`src/rtl/arb_pkg.sv`:
```
// Shared constants and helpers for the arbitrated output mux.
package arb_pkg;

    // Arbitration policy selectors for the RR_MODE parameter
    localparam int FIXED = 0;
    localparam int RR    = 1;

    // Index width that never collapses to zero bits
    function automatic int clog2_min1(input int n);
        return (n <= 1) ? 1 : $clog2(n);
    endfunction

endpackage

```
`src/rtl/rr_arbiter.sv`:
```
// Combinational arbiter: picks one requester, round-robin after last_grant
// or fixed lowest-index priority.
module rr_arbiter
    import arb_pkg::*;
#(
    parameter int NUM_CH  = 4,
    parameter int RR_MODE = RR,
    parameter int IDX_W   = clog2_min1(NUM_CH)
) (
    input  logic [NUM_CH-1:0] req,
    input  logic [IDX_W-1:0]  last_grant,
    output logic [NUM_CH-1:0] grant,
    output logic [IDX_W-1:0]  grant_idx,
    output logic              grant_any
);

    localparam int unsigned NCH = NUM_CH;

    logic [31:0] start;

    // First scan position: one past last_grant with explicit wrap, or 0
    always_comb begin
        start = '0;
        if (RR_MODE == RR) begin
            if (32'(last_grant) >= NCH - 1)
                start = '0;
            else
                start = 32'(last_grant) + 32'd1;
        end
    end

    // Walk the request vector from start, wrapping, first set bit wins
    always_comb begin
        logic [31:0]      pos;
        logic [IDX_W-1:0] pos_idx;
        grant     = '0;
        grant_idx = '0;
        grant_any = 1'b0;
        pos       = '0;
        pos_idx   = '0;
        for (int unsigned k = 0; k < NCH; k++) begin
            pos = start + 32'(k);
            if (pos >= NCH)
                pos = pos - NCH;
            pos_idx = pos[IDX_W-1:0];
            if (!grant_any && req[pos_idx]) begin
                grant_any      = 1'b1;
                grant_idx      = pos_idx;
                grant[pos_idx] = 1'b1;
            end
        end
    end

endmodule

```
`src/rtl/rr_arb_mux.sv`:
```
// N-channel handshaked arbitrated mux with a one-deep registered output.
module rr_arb_mux
    import arb_pkg::*;
#(
    parameter int WIDTH   = 32,
    parameter int NUM_CH  = 4,
    parameter int RR_MODE = RR
) (
    input  logic                            clk,
    input  logic                            reset,
    input  logic [NUM_CH-1:0]               in_valid,
    input  logic [NUM_CH*WIDTH-1:0]         in_data,
    output logic [NUM_CH-1:0]               in_ready,
    output logic                            out_valid,
    output logic [WIDTH-1:0]                out_data,
    output logic [clog2_min1(NUM_CH)-1:0]   out_ch,
    input  logic                            out_ready
);

    localparam int          IDX_W = clog2_min1(NUM_CH);
    localparam int unsigned NCH   = NUM_CH;

    logic [IDX_W-1:0]  last_grant;
    logic [NUM_CH-1:0] grant;
    logic [IDX_W-1:0]  grant_idx;
    logic              grant_any;
    logic              load;
    logic              accept;
    logic [WIDTH-1:0]  sel_data;

    rr_arbiter #(
        .NUM_CH  (NUM_CH),
        .RR_MODE (RR_MODE),
        .IDX_W   (IDX_W)
    ) u_arbiter (
        .req        (in_valid),
        .last_grant (last_grant),
        .grant      (grant),
        .grant_idx  (grant_idx),
        .grant_any  (grant_any)
    );

    // Handshake: output register free this cycle, and nothing accepted in reset
    always_comb begin
        load     = !out_valid || out_ready;
        accept   = grant_any && load && !reset;
        in_ready = (load && !reset) ? grant : '0;
    end

    // Select the winning channel's data from the one-hot grant
    always_comb begin
        sel_data = '0;
        for (int unsigned i = 0; i < NCH; i++) begin
            if (grant[i])
                sel_data = in_data[i*WIDTH +: WIDTH];
        end
    end

    // Output register and round-robin pointer
    always_ff @(posedge clk) begin
        if (reset) begin
            out_valid  <= 1'b0;
            out_data   <= '0;
            out_ch     <= '0;
            last_grant <= IDX_W'(NCH - 1);
        end else if (accept) begin
            out_valid <= 1'b1;
            out_data  <= sel_data;
            out_ch    <= grant_idx;
            if (RR_MODE == RR)
                last_grant <= grant_idx;
        end else if (load) begin
            out_valid <= 1'b0;
        end
    end

endmodule

```
`config.mk`:
```
export PLATFORM = sky130hd
export DESIGN_NAME = rr_arb_mux
export DESIGN_NICKNAME = d
export VERILOG_FILES = /design/src/rtl/arb_pkg.sv /design/src/rtl/rr_arbiter.sv /design/src/rtl/rr_arb_mux.sv
export SDC_FILE = /design/constraint.sdc
export NUM_CORES = 1
export LEC_CHECK = 0
export CAP_MARGIN = 10
export CORE_MARGIN = 2
export CORE_UTILIZATION = 37
export CTS_CLUSTER_DIAMETER = 30
export CTS_CLUSTER_SIZE = 20
export DETAILED_ROUTE_END_ITERATION = 10
export GPL_TIMING_DRIVEN = 1
export PLACE_DENSITY = 0.9
export SYNTH_ARGS = -nofsm -noshare
export SYNTH_HDL_FRONTEND = slang
export SYNTH_SLANG_ARGS = --single-unit
```
`constraint.sdc`:
```
create_clock -name clk -period 4.8 [get_ports clk]
set_clock_uncertainty 0.15 [all_clocks]
set_input_delay 1.44 -clock clk [delete_from_list [all_inputs] [get_ports clk]]
set_output_delay 1.44 -clock clk [all_outputs]
set_load 0.02 [all_outputs]
```
==> results.cfg <==
[routing]
drc_errors = 0
antenna_left = 0
vias = 3224
drt_iter0_drc = 160
wl_per_cell_um = 18.3
vias_per_cell = 5.66
drt_pre_antenna_iters = 4
finalWirelength_um = 10400

[synth]
ys_ff_latch = 37
syn_nets = 423
async_flop_share = 0
yosys_warnings = 0
synth_edf_count = 0
ys_seq_area_frac = 0.270
postSynthAreaPerCell_um2 = 9.71
syn_inst = 283
synth_ff_type = dfxtp_1
syn_area_um2 = 2750
ys_types = 47

[worst_setup_path]
critPathRequiredTime_ns = 3.21
crit_family = buffers and inverters
startpoint = in_valid[0]
crit_type = in2out
crit_path_frequent_cell = buf_4
slowest_delay_ns = 0.50
crit_slowest_cell = mux4_2
r2r_start = last_grant[0]
cp_cell_sequence = clkbuf_2, buf_4, mux4_2, nor4b_4, buf_4, a2bb2oi_2, nor2_1, buf_4
startpoint_type = input port
worst-path-buf-inv = 4
worstPathMaxFanout = 6
crit_arrival_ns = 3.07
cp-end-kind = output port

[sta]
fin_crit_sh = 0.971
hold_viol_final = 0
tightest_slew_ns = 0.668
rsz0062_at_grt = false
period_minus_slack_ns = 4.66
drv_slew = 0
fmax_mhz = 215
relSlewSlack = 0.555
finalSetupTns_ns = 0
finalSetupViolCount = 0
worst_slack_ns = 0.139

[run]
max_cap_viol_count = 0

[layout]
final_area_um2 = 4850
final_cells = 570
antenna_cells = 0
final_nets = 611
drive_above_1_share = 0.217
area_delta_synth_final_pct = 76.5

[global_routing]
overflow = 0
antenna_found_initial = 0
grt_usage = 0.249
grt_max_degree = 34
grt_pass1_wl_um = 16400
first_global_vias = 3222

[floorplanning]
rows = 31
initial_core_util = 0.381
fp.coreArea_um2 = 7210
die_width_um = 90.2
die_area_um2 = 8130
io_pins = 174
die_h_um = 90.2

[worst_hold_path]
hp-class = reg2reg
worstHoldStart = out_data[10]

[clock_tree]
clk_latency_ns = 0.28
max-clock-path-buffers = 2
cts.sink_count = 37
root_buffer = clkbuf_8
htreeDepth = 2
clk_pin_slew_ns = 0.07
cts_buffers = 5
tritoncts = built

[power]
p_per_area_nw_per_um2 = 702
p_comb_frac = 0.788
pwr-share-seq = 0.148
p_int_mw = 1.73
finalPower_mw = 3.41
power_leakage_nw = 1.81
power_switching_mw = 1.68
swShare = 0.493
vdd_drop_max_uv = 341
clockPowerShare = 0.063

[place]
place.gp.congestion = 0.928
portBuffers = 173
hpwl_um = 7800
placed_cells = 560
placed_area_um2 = 4720
dp_slack_ns = -0.685

[status]
status = completed
[logic make-up after synthesis]
group	share of synthesized area
AND/OR/NAND/NOR	0.112
multiplexers	0.0788
AO/OA/AOI/OAI	0.441
flip-flops	0.270
buffers and inverters	0.0756
adder cells (fa/ha/maj)	0.0228
[routing by layer]
layer	GRT usage	vias to the layer above	routed length, um
met2	0.451	160	5540
met3	0.0729	12	866
met4	0.0564	0	132
li1	-	1507	-
met1	0.289	1545	3890
met5	0	-	0
[layout make-up]
class                           count  area [um^2]
Tap cell                           99          124
Sequential cell                    37          741
Multi-Input combinational cell    210         1900
Timing Repair Buffer              208         1970
Fill cell                         625         2360
Inverter                            9         33.8
Clock inverter                      1         8.76
Clock buffer                        6         72.6
[Yosys cell counts (4+ instances only)]
cell type,n,area share
a221oi_2,30,0.16
a22oi_1,32,0.087
buf_2,7,0.013
buf_6,7,0.029
clkbuf_1,10,0.014
dfxtp_1,37,0.27
ha_1,5,0.023
inv_1,9,0.012
mux2i_1,7,0.026
nand2_1,4,0.0055
nor2_1,44,0.060
o21ai_0,6,0.011
o31ai_1,31,0.085
[worst register-to-register path, cell delays in order, from the launching register on]
cell       delay (ns)
dfxtp_1          0.51
inv_1            0.15
ha_1             0.38
mux2_2           0.36
mux2_4           0.34
buf_4            0.16
a32oi_2          0.26
o2bb2ai_4        0.09
buf_4            0.30
nor2_8           0.63
a221oi_1         0.17
o31ai_1          0.27
[through the flow]
stage	util	hold WS [ns]
after floorplan	-	0.376
after global placement	0.654	0.310
after detailed placement	0.654	0.316
after CTS	0.663	0.338
after global routing	0.672	0.363
final	0.672	0.335
[power by group through the flow]
stage	registers (mW)	logic [mW]	clock network, mW
after floorplan	0.632	1.69	0
after global placement	0.505	2.55	0
after detailed placement	0.510	2.61	0
after CTS	0.505	2.61	0.222
after global routing	0.519	2.88	0.237
final	0.505	2.69	0.216
[placed cells by master, fill, tap and decap left out, drive strengths merged, types with 2 or more instances in the layout]
master           n
clkbuf          10
ha               5
a22oi           32
nor2            47
o211ai           2
buf             39
or2              3
clkdlybuf4s50  165
a32oi            3
mux2i            7
a211oi           2
dfxtp           37
mux4             4
nor2b            2
a21o             2
a221oi          33
a21oi            3
o21ai            6
mux2             4
nand2            4
nor3             2
o31ai           33
nand2b           2
inv              9
[sequential cells by signal, summed over array words and instances, names as in the netlist]
name	flops
last_grant	2
out_valid	1
out_data	32
out_ch	2
[path summary, 6_finish.rpt]
| check | end | slack [ns] | depth (start not counted) |
|---|---|---|---|
| setup / recovery | in_ready[0] | 0.14 | 8 |
| hold / removal | out_data[10] | 0.33 | 2 |
| setup reg to reg | out_data[11] | 0.95 | 11 |
| hold reg to reg | out_data[10] | 0.33 | 2 |
[repair_timing]
item,in CTS,in global routing
hold buffers,0,0
buffers inserted,0,3
endpoints found under the hold margin,0,0
endpoints found under the setup margin,4,4
pin swaps,1,2
gates resized for setup,21,19
gates cloned,0,0
Note: power is estimated with default switching activity, not from simulation.
